<file path="config.mk">
export PLATFORM = sky130hd
export DESIGN_NAME = mem_access_ctrl
export DESIGN_NICKNAME = d
export VERILOG_FILES = /design/src/rtl/mem_access_ctrl.sv
export SDC_FILE = /design/constraint.sdc
export NUM_CORES = 1
export LEC_CHECK = 0
export ABC_AREA = 1
export CAP_MARGIN = 20
export CORE_ASPECT_RATIO = 1.1
export CORE_MARGIN = 5
export CORE_UTILIZATION = 47
export CTS_CLUSTER_DIAMETER = 50
export DETAILED_ROUTE_END_ITERATION = 10
export HOLD_SLACK_MARGIN = 0.06
export PLACE_DENSITY = 0.91
export SETUP_SLACK_MARGIN = 0.15
export SLEW_MARGIN = 0
export SYNTH_ARGS = -nofsm -noshare
export SYNTH_HDL_FRONTEND = slang
export SYNTH_SLANG_ARGS = --single-unit
</file>
<file path="constraint.sdc">
create_clock -name clk -period 3 [get_ports clk]
set_input_delay 0.75 -clock clk [delete_from_list [all_inputs] [get_ports clk]]
set_output_delay 0.75 -clock clk [all_outputs]
set_load 0.01 [all_outputs]
</file>
<file path="src/rtl/mem_access_ctrl.sv">
// mem_access_ctrl: single-port CPU-to-RAM access sequencer with load timeout
//   clk, clr                : clock, asynchronous active-high reset
//   req, we, cpuAddr,
//   cpuWriteData            : CPU request (store when we=1, load otherwise)
//   reqReady, done, err,
//   cpuReadData             : idle flag, completion pulse, load timeout flag, load result
//   ramWriteEnable, ramAddr,
//   ramWriteData            : RAM write port
//   ramReadEnable,
//   ramReadAddr             : RAM read port request
//   ramDataReady,
//   ramReadData             : RAM read port response
module mem_access_ctrl #(
  parameter int width   = 16,
  parameter int length  = 8,
  parameter int timeout = 15
) (
  input  logic              clk,
  input  logic              clr,
  input  logic              req,
  input  logic              we,
  input  logic [length-1:0] cpuAddr,
  input  logic [width-1:0]  cpuWriteData,
  output logic              reqReady,
  output logic              done,
  output logic              err,
  output logic [width-1:0]  cpuReadData,
  output logic              ramWriteEnable,
  output logic              ramReadEnable,
  output logic [length-1:0] ramAddr,
  output logic [length-1:0] ramReadAddr,
  output logic [width-1:0]  ramWriteData,
  input  logic              ramDataReady,
  input  logic [width-1:0]  ramReadData
);
  localparam logic [2:0] IDLE    = 3'd0;
  localparam logic [2:0] WRITE   = 3'd1;
  localparam logic [2:0] READ    = 3'd2;
  localparam logic [2:0] WAIT    = 3'd3;
  localparam logic [2:0] CAPTURE = 3'd4;
  localparam logic [2:0] DONE    = 3'd5;

  logic [2:0]        state_q, state_d;
  logic [7:0]        cnt_q, cnt_d;
  logic              err_q, err_d;
  logic [width-1:0]  rdata_q, rdata_d;
  logic [width-1:0]  wdata_q, wdata_d;
  logic [length-1:0] waddr_q, waddr_d;
  logic [length-1:0] raddr_q, raddr_d;

  // Write and read address registers are separate so each port holds its
  // last strobed address while the other kind of access runs.
  always_comb begin
    state_d = state_q;
    cnt_d   = cnt_q;
    err_d   = err_q;
    rdata_d = rdata_q;
    wdata_d = wdata_q;
    waddr_d = waddr_q;
    raddr_d = raddr_q;
    case (state_q)
      IDLE: if (req) begin
        state_d = we ? WRITE : READ;
        waddr_d = we ? cpuAddr : waddr_q;
        wdata_d = we ? cpuWriteData : wdata_q;
        raddr_d = we ? raddr_q : cpuAddr;
      end
      WRITE: state_d = DONE;
      READ: begin
        cnt_d   = 8'd0;
        state_d = WAIT;
      end
      WAIT: begin
        cnt_d = cnt_q + 8'd1;
        // Ready on the final counted cycle still wins over the timeout.
        if (ramDataReady) state_d = CAPTURE;
        else if (cnt_d == 8'(timeout)) begin
          state_d = DONE;
          err_d   = 1'b1;
          rdata_d = '0;
        end
      end
      // Data is sampled one cycle after ready to tolerate RAM output delay.
      CAPTURE: begin
        rdata_d = ramReadData;
        err_d   = 1'b0;
        state_d = DONE;
      end
      DONE: begin
        err_d   = 1'b0;
        state_d = IDLE;
      end
      default: state_d = IDLE;
    endcase
  end

  always_ff @(posedge clk or posedge clr) begin
    if (clr) begin
      state_q <= IDLE;
      cnt_q   <= '0;
      err_q   <= 1'b0;
      rdata_q <= '0;
      wdata_q <= '0;
      waddr_q <= '0;
      raddr_q <= '0;
    end else begin
      state_q <= state_d;
      cnt_q   <= cnt_d;
      err_q   <= err_d;
      rdata_q <= rdata_d;
      wdata_q <= wdata_d;
      waddr_q <= waddr_d;
      raddr_q <= raddr_d;
    end
  end

  assign reqReady       = state_q == IDLE;
  assign done           = state_q == DONE;
  assign ramWriteEnable = state_q == WRITE;
  assign ramReadEnable  = (state_q == READ) || (state_q == WAIT);
  assign err            = err_q;
  assign cpuReadData    = rdata_q;
  assign ramAddr        = waddr_q;
  assign ramWriteData   = wdata_q;
  assign ramReadAddr    = raddr_q;
endmodule
</file>
Yosys cells after proc, flatten, opt, wreduce, memory -nomap -nowiden
Index checks and enable logic that the tools add are counted.
{ "totals": {"ff_bits": 60, "in_bits": 45, "output_inout_bits": 53, "word_cells": 43} }
{ "classes": {"n_addsub": 1, "n_eq_ne": 10, "mux": 12, "bitwise_logic": 1, "n_reduce_logical": 12} }
{ "op_table": {"columns": ["op", "count"], "rows": [
  ["two-way mux 16 bit", 2],
  ["case mux 16 bit (2 select lines)", 1],
  ["case mux 8 bit (2 select lines)", 1],
  ["case mux 3 bit (4 select lines)", 1],
  ["AND reduction 3 bit", 4],
  ["two-way mux 3 bit", 3],
  ["adder 8 x 1 -> 8 bit, second input constant", 1],
  ["equality test 8 x 4 -> 1 bit, second input constant", 1],
  ["equality test 3 x 2 -> 1 bit, second input constant", 2],
  ["equality test 3 bit, second input constant", 2],
  ["inequality test 2 bit, second input constant", 3],
  ["nonzero test 2 bit", 3],
  ["OR reduction 2 bit", 2],
  ["equality test 3 x 1 -> 1 bit, second input constant", 1],
  ["zero test 3 bit", 1],
  ["inequality test 3 bit, second input constant", 1],
  ["two-way mux 1 bit", 2],
  ["two-way mux 2 bit", 1],
  ["case mux 1 bit (2 select lines)", 1],
  ["AND reduction 2 bit", 1],
  ["logical OR 1 bit", 1],
  ["NOT 1 bit", 1]
]} }

Depth between registers and ports, before layout
Gate-level depths: netlist of the first run.
{ "logic_depth": {"word_depth": 5, "mapped_depth": 11} }

Worst setup path after synthesis of the first run
OpenSTA, ideal clock, no wires.
{ "synth_path": {"kind": "input to register", "startpoint": "input we", "endpoint": "register wdata_q[10], in the netlist ramWriteData[10]", "setup_ps": 128, "arrival_ps": 1537, "required_time_ps": 2872, "setup_slack_ps": 1336, "stages": 5, "n_path_buf": 1, "cell_sequence": "inv_1 nor2_1 nand2_1 buf_2 mux2_1"} }
{ "synth_via": {"elab_chain_len": 1} }
{ "synth_lines": {"columns": ["element", "line", "rtl"], "rows": [
  ["start: declaration", "21", "input logic we,"],
  ["AND reduction 3 bit (no line)", null, null],
  ["end signal: assignment", "111", "wdata_q <= wdata_d;"],
  ["end: declaration", "47", "logic [width-1:0] wdata_q, wdata_d;"]
]} }
No other way between the ends.
A chain may end at the register's enable or synchronous reset.

Worst setup path in the final report of the first run
{ "layout_path": {"startpoint": "register state_q[1]", "endpoint": "output ramReadEnable"} }
{ "layout_via": {"elab_chain_len": 2} }
{ "layout_lines": {"columns": ["element", "line", "rtl"], "rows": [
  ["start: declaration", "43", "logic [2:0] state_q, state_d;"],
  ["start signal: assignment", "107", "state_q <= state_d;"],
  ["equality test 3 x 2 -> 1 bit", "120", "assign ramReadEnable = (state_q == READ) || (state_q == WAIT);"],
  ["logical OR 1 bit (*)", "120", null],
  ["end: declaration", "29", "output logic ramReadEnable,"]
]} }
Mark *: on every way between the ends. The rest lies on a longest branch, timed or not.

==> key figures, run 1 <==
STA
  • Slew @ Worst Pin: approximately 800 ps
  • Slew Limit Headroom: 0.4748
  • Final Critical Period: around 2500 ps
  • Clk_skew: approximately 9.3 ps
  • Fin Setup TNS: 0 ps
  • Unrepaired setup endpoints after global routing: false
  • Final Setup Violations: 0
  • Setup WS post-layout: between 400 and 500 ps
  • Fin. Hold Viols: 0
  • Slew Viols, Final: 0
  • Max Clock Freq: between 300 and 400 MHz
  • Final period utilization: 0.8370

Synth
  • Cell Area, Synth: about 2600 um^2
  • Synth Instances: approximately 270
  • Top FF cell, synth: dfrtp_1
  • Synth Net Count: 316
  • Area leader, netlist: dfrtp_1
  • Post-synth EDFFs: 0
  • Synth top cells by count: nand2_1 (78), dfrtp_1 (60), inv_1 (26)
  • Yosys cell types: 24
  • Seq cells post-synth: 60
  • Mean Syn Cell Area: about 9.7 um^2
  • Sequential-to-total area share from yosys stat: 0.5728
  • Synth top area share: 0.5728
  • YS warnings: 0
  • Synth area leaders: dfrtp_1 (57%), nand2_1 (11%), mux2_1 (5.2%), o21ai_0 (4.8%), nand3_2 (3.8%)
  • Top-count cell post-synth: nand2_1
  • Ys async rst share: 1.000

Floorplanning
  • Die H: 88.33 um
  • IO Pins: just under 100
  • Core Footprint: 5395 um^2
  • Core Rows: 28
  • Initial Utilization: 0.4859
  • DIE AREA: slightly above 7000 um^2
  • DIE WIDTH: ~81 um

Pwr
  • Sequential Power Share: 0.365
  • NetSw: approximately 1.2 mW
  • Clock power frac: 0.223
  • Worst vdd ir: roughly 630 uV
  • Overall power: around 3.8 mW
  • Combinational share of power: 0.412
  • Int Power: ~2.5 mW
  • PD cells: 970.8 nW/um^2
  • Leakage: about 1.8 nW
  • Net Sw Frac: 0.3287

Placed design
  • Routability cong.: approximately 0.8
  • Placed cells: approximately 440
  • DP Area: 3670 um^2
  • I/O Buffers: between 90 and 100
  • Detailed placement HPWL: ~4.7 mm
  • Setup slack at placement: about 580 ps

Drt
  • Vias: between 2000 and 2500
  • WL final: 6.424 mm
  • Residual DRC count: 0
  • DRT antenna net count: 0
  • Vias per cell: between 4 and 5
  • Detailed Route Iter0 Violations: 120
  • WL/cell: 14.18 um
  • Initial DRT Pass Iterations: 4

Global route
  • First-pass GRT wire length: between 10 and 15 mm
  • M3 GR Usage: 0.06517
  • GRT Total Usage: 0.1930
  • Overflow after GRT: 0
  • M1 GR Usage: 0.2246
  • Largest net degree at the start of global routing: 32
  • Vias in the first global route: 2298
  • Initial antenna violation count: 0
  • GR peak layer: met2
  • Grt met2 use: 0.3316

CTS
  • Post-CTS Setup Inserts: 0
  • Hold Buf Count CTS: 0
  • Worst-path clk slew: 60 ps
  • CTS sink count: 60
  • Clock Path Buffers: 2
  • Post-cts gate resize count: 0
  • CTS tree: built
  • Root buffer cell: clkbuf_8
  • Clock latency on the worst-skew pair: ~340 ps
  • TritonCTS buffer count: 9
  • H-tree Lvls: 3

Setup path
  • Top Family by Delay on Critical Path: buffers and inverters
  • Buf+Inv Stages, Crit Path: 2
  • Crit start category: register
  • CP required: ~2300 ps
  • Critical Path AT: ~1800 ps
  • Slowest-stage cell, CP: clkdlybuf4s50_1
  • Critical path capture point type: output port
  • CP Cell Sequence: inv_2 > nor2_2 > clkdlybuf4s50_1
  • Crit-path max FO: 9
  • WS Path Type: reg -> out
  • Largest stage delay, worst path: slightly above 600 ps

Status
  • Outcome: finished, final reports clean

Final layout
  • Nets: between 400 and 500
  • Share of layout cells above drive strength 1: 0.1217
  • Synth-to-layout area growth: 49.02%
  • FILL cells: about 410
  • Design area: 3906 um^2
  • Antenna diodes: 0
  • Final Non-Filler Cells: between 400 and 500

Hold path
  • Worst min-delay path class: reg -> reg

Flow run
  • Max_cap viols: 0
flip-flops by register name, indices dropped and copies added, names as in the netlist:
signal,flops
cpuReadData,16
ramWriteData,16
cnt_q,8
ramAddr,8
ramReadAddr,8
state_q,3
err,1
power by group through the flow:
stage                     logic (mW)  registers, mW  clock network, mW
final                           1.56           1.38              0.846
after detailed placement        1.58           1.39                  0
after CTS                       1.59           1.39              0.859
after global placement          1.52           1.38                  0
after global routing            1.71           1.43              0.906
after floorplan                0.555           1.51                  0
worst register-to-register path: stages, from the launching register on:
cell and delay, ps:
dfrtp_1 440, nor2_1 150, nand2_1 470, inv_1 580, nand2_1 110, nand2_1 90
worst paths after layout:
path | from | endpoint | slack, ps | cells after the start
max in group asynchronous | clr | ramReadAddr[5]$_DFFE_PP0P_ | 1500 | 3
hold reg to reg | ramAddr[6]$_DFFE_PP0P_ | ramAddr[6]$_DFFE_PP0P_ | 480 | 2
setup reg to reg | state_q[1]$_DFFE_PP0P_ | cpuReadData[5]$_DFFE_PP0P_ | 1090 | 5
hold / removal | ramAddr[6]$_DFFE_PP0P_ | ramAddr[6]$_DFFE_PP0P_ | 480 | 2
setup / recovery | state_q[1]$_DFFE_PP0P_ | ramReadEnable | 490 | 3
min in group asynchronous | clr | cpuReadData[8]$_DFFE_PP0P_ | 830 | 2
cells in the final DEF (no fill, tap or decap):
cell type and n:
o21ai_0 25, nor2_4 3, dfrtp_1 60, inv_2 5
clkdlybuf4s50_1 97, nand4_1 2, o21ai_2 1, ha_1 2
clkinvlp_4 1, nand2_2 2, nor3_1 1, o22ai_1 3
clkbuf_1 1, mux2_2 4, nor2_2 1, nand3_4 1
nand3_2 10, a21oi_4 1, nand3_1 11, clkbuf_8 12
inv_1 25, buf_4 3, mux2_1 12, o21ai_1 2
bufinv_16 2, nor2_1 13, nand2_1 78
routing by layer:
metal / wire [um] / vias to the layer above
met2: 3294 / 79
met3: 523 / 15
met1: 2481 / 1042
met4: 125 / 0
li1: - / 1076
met5: 0 / -
metrics by stage:
| stage | hold WS (ps) | utilization |
|---|---|---|
| 2_1_floorplan | 518.7 | - |
| 3_3_place_gp | 466.1 | 0.6802 |
| 3_5_place_dp | 472.0 | 0.6802 |
| 4_1_cts | 488.2 | 0.7240 |
| 5_1_grt | 516.0 | 0.7240 |
| 6_report | 483.7 | 0.7240 |
cell type report:
| cell class | instances | area, um^2 | share of cell area |
|---|---|---|---|
| flip-flops and latches | 60 | 1501 | 0.3844 |
| repair buffers | 100 | 993.5 | 0.2543 |
| multi-input cells | 172 | 968.4 | 0.2479 |
| clock buffers | 13 | 168.9 | 0.04324 |
| inverters | 30 | 112.6 | 0.02883 |
| well taps | 75 | 93.84 | 0.02402 |
| clock inverters | 3 | 67.56 | 0.01730 |
logic make-up after synthesis:
family	Yosys count	share of synthesized area
adders and majority gates	2	0.009545
AOI/OAI and AO/OA	32	0.06826
buffers and inverters	37	0.05775
and+or+nand+nor	122	0.2229
muxes	16	0.06873
DFF	60	0.5728
No activity file was read; power rests on OpenSTA's default activity.
==> run 2: changes to the inputs <==
- CORE_UTILIZATION: 47 -> 44
- PLACE_DENSITY: 0.91 -> 0.87
- clock period: 3 -> 2.5 ns (I/O delays scaled with it)
==> run 2 against run 1 <==
- count of clock-buffer cells in the layout down 2
- combinational power up 21%
- global-route usage is 2.4 points lower
- sequential cell count is the same
- worst hold slack gained 3.6 ps
- first-iteration DRC count decreased by 35%
- highest routed layer unchanged
- non-clock buffer count grew 1
- via count fell by 0.68%
- clock power fell by 15%
- core utilization is 5.6 points lower
- final cell count increased by 0.22%
- critical endpoint is now done
- largest power group unchanged
- critical path depth rose by 1
==> key figures, run 2 (same netlist as run 1, synthesis figures left out) <==
Setup path
  • Worst reg-to-reg path cell count: 9 (+4)
  • FF-to-FF setup slack: 710 ps (-380 ps)
  • Crit start category: register
  • WS Path Type: reg -> out
  • CP required: 1880 ps (-370 ps)
  • Reg2reg start: cnt_q[1]$_DFFE_PP0P_
  • Worst reg2reg endpoint: cpuReadData[7]$_DFFE_PP0P_
  • Crit-path max FO: 6 (-3)
  • Critical path capture point type: output port
  • Critical Path AT: 1660 ps (-100 ps)

Final layout
  • Synth-to-layout area growth: 46.97%
  • Final Non-Filler Cells: 454 (+0.22%)
  • Multi-input gate area: 968.4 um^2 (unchanged)
  • FILL cells: 484 (+18%)
  • FF/Latch Area: 1503 um^2 (about the same)
  • Nets: 421 (+0.24%)
  • Design area: 3852 um^2 (-1.4%)
  • Most frequent cells in the layout: clkdlybuf4s50_1 (96), nand2_1 (78), dfrtp_1 (59), inv_1 (25), o21ai_0 (25)
  • Share of layout cells above drive strength 1: 0.1220 (+0.0003228)
  • Commonest non-fill, non-tap cell in the layout: clkdlybuf4s50_1
  • Antenna diodes: 0 (unchanged)
  • Layout Utilization: 0.6678 (-0.05627)

Global route
  • First-pass GRT wire length: 10.36 mm (-2.7%)
  • Overflow after GRT: 0 (unchanged)
  • Vias in the first global route: 2289 (-0.39%)
  • Largest net degree at the start of global routing: 37 (+16%)
  • GRT Total Usage: 0.1691 (-0.02394)
  • Initial antenna violation count: 0 (unchanged)

Placed design
  • I/O Buffers: 97 (unchanged)
  • Placed cells: 440 (+0.69%)
  • Routability cong.: 0.8336 (+4.5%)
  • DP Area: 3692 um^2 (+0.61%)
  • Setup slack at placement: 438.8 ps (-138.7 ps)
  • Detailed placement HPWL: 4.701 mm (-0.75%)

CTS
  • Worst-path clk slew: 60 ps (about the same)
  • Root buffer cell: clkbuf_8
  • Clock Path Buffers: 2 (unchanged)
  • H-tree Lvls: 3 (unchanged)
  • CTS tree: built
  • CTS sink count: 60 (unchanged)
  • TritonCTS buffer count: 9 (unchanged)
  • Clock latency on the worst-skew pair: 330 ps (about the same)

Drt
  • Residual DRC count: 0 (unchanged)
  • Detailed Route Iter0 Violations: 78 (-35%)
  • WL final: 6.239 mm (-2.9%)
  • Vias per cell: 4.839 (-0.90%)
  • WL met3: 439 um (-16%)
  • Vias: 2197 (-0.68%)
  • Metal1 wirelength: 2.388 mm (-3.7%)
  • DRT antenna net count: 0 (unchanged)
  • Highest Signal Layer: met4
  • Initial DRT Pass Iterations: 4 (unchanged)
  • WL/cell: 13.74 um (-3.1%)
  • WL met2: 3.237 mm (-1.7%)

STA
  • Slew Viols, Final: 0 (unchanged)
  • Unrepaired setup endpoints after global routing: false
  • Slew Limit Headroom: 0.6336 (+0.1588)
  • Setup WS post-layout: 213.4 ps (-275.6 ps)
  • Slew @ Worst Pin: 548.8 ps (-237.1 ps)
  • Max Clock Freq: between 400 and 500 MHz
  • Fin Setup TNS: 0 ps (unchanged)
  • Final Setup Violations: 0 (unchanged)
  • Clk_skew: 5.142 ps (-4.188 ps)
  • Worst hold slack: 487.3 ps (+3.595 ps)
  • Fin. Hold Viols: 0 (unchanged)
  • Final period utilization: 0.9146
  • Final Critical Period: approximately 2300 ps

Floorplanning
  • IO Pins: 98 (unchanged)
  • DIE WIDTH: 83.59 um (+2.9%)
  • DIE AREA: 7603 um^2 (+6.0%)
  • Die H: 90.95 um (+3.0%)
  • Core Footprint: 5769 um^2 (+6.9%)
  • Initial Utilization: 0.4543 (-0.03151)
  • Core Rows: 29 (+3.6%)

Hold path
  • Min-Delay Endpoint: ramReadAddr[3]$_DFFE_PP0P_
  • Hold depth: 2 (unchanged)
  • HP Start: ramReadAddr[3]$_DFFE_PP0P_
  • Worst min-delay path class: reg -> reg

Pwr
  • Overall power: 4.262 mW (+12%)
  • Leakage: 1.786 nW (-0.49%)
  • Worst vdd ir: 679.0 uV (+7.1%)
  • PD cells: 1106 nW/um^2 (+14%)

Flow run
  • Max_cap viols: 0 (unchanged)

Status
  • Outcome: finished, final reports clean
## run 2: changes by cell type in the layout (fill, tap and decap cells not counted), sizes merged
| cell | before | now |
|---|---|---|
| clkinv | 0 | 3 |
| bufinv | 2 | 0 |
| clkbuf | 13 | 11 |
| buf | 3 | 4 |
| clkdlybuf4s50 | 97 | 96 |
| clkinvlp | 1 | 0 |
| dlymetal6s2s | 0 | 1 |
## run 2: what timing repair did
| item | in CTS | in global routing |
|---|---|---|
| buffers inserted | 0 | 0 |
| endpoints found under the setup margin | 0 | 2 |
| hold buffers | 0 | 0 |
| gates resized for setup | 0 | 2 |
## run 2: layer usage
layer,vias up,global-route usage
li1,1072,-
met1,1047,0.1814
met2,64,0.2951
met3,14,0.05701
met4,0,0.08713
met5,-,0
## run 2: where the power goes
| part | leakage, nW | internal [mW] | total [mW] | switching (mW) |
|---|---|---|---|---|
| clock network | 0.0848 | 0.370 | 0.722 | 0.352 |
| logic | 0.950 | 1.04 | 1.88 | 0.844 |
| registers | 0.751 | 1.39 | 1.66 | 0.270 |
| total | 1.79 | 2.80 | 4.26 | 1.47 |
## run 2: area by class of cell
class	count	area share
Sequential cell	60	0.3901
Clock buffer	11	0.03670
Timing Repair Buffer	101	0.2637
Inverter	30	0.02923
Tap cell	77	0.02501
Multi-Input combinational cell	172	0.2514
Clock inverter	3	0.003897
## run 2: worst max-delay path by stage
stage,from,endpoint,slack (ps),depth (start not counted)
finish,state_q[1]$_DFFE_PP0P_,done,210,4
global route,state_q[1]$_DFFE_PP0P_,reqReady,160,4
CTS,state_q[2]$_DFFE_PP0P_,ramWriteEnable,200,4
detailed placement,we,ramWriteData[14]$_DFFE_PP0P_,440,6
global placement,we,ramWriteData[14]$_DFFE_PP0P_,450,6
floorplan,clr,cnt_q[0]$_DFFE_PP0P_,390,1
## run 2: worst max-delay path, stage by stage (launching register included)
cell and delay, ps:
dfrtp_2 440, inv_2 110, nand2_1 60, nor2_1 130, clkdlybuf4s50_1 590
==> run 3: changes to the inputs <==
- ABC_CLOCK_PERIOD_IN_PS: not set -> 2500
- SLEW_MARGIN: 0 -> not set
==> results of run 3 <==
The final DEF is identical to that of run 2; final timing and power are the same.
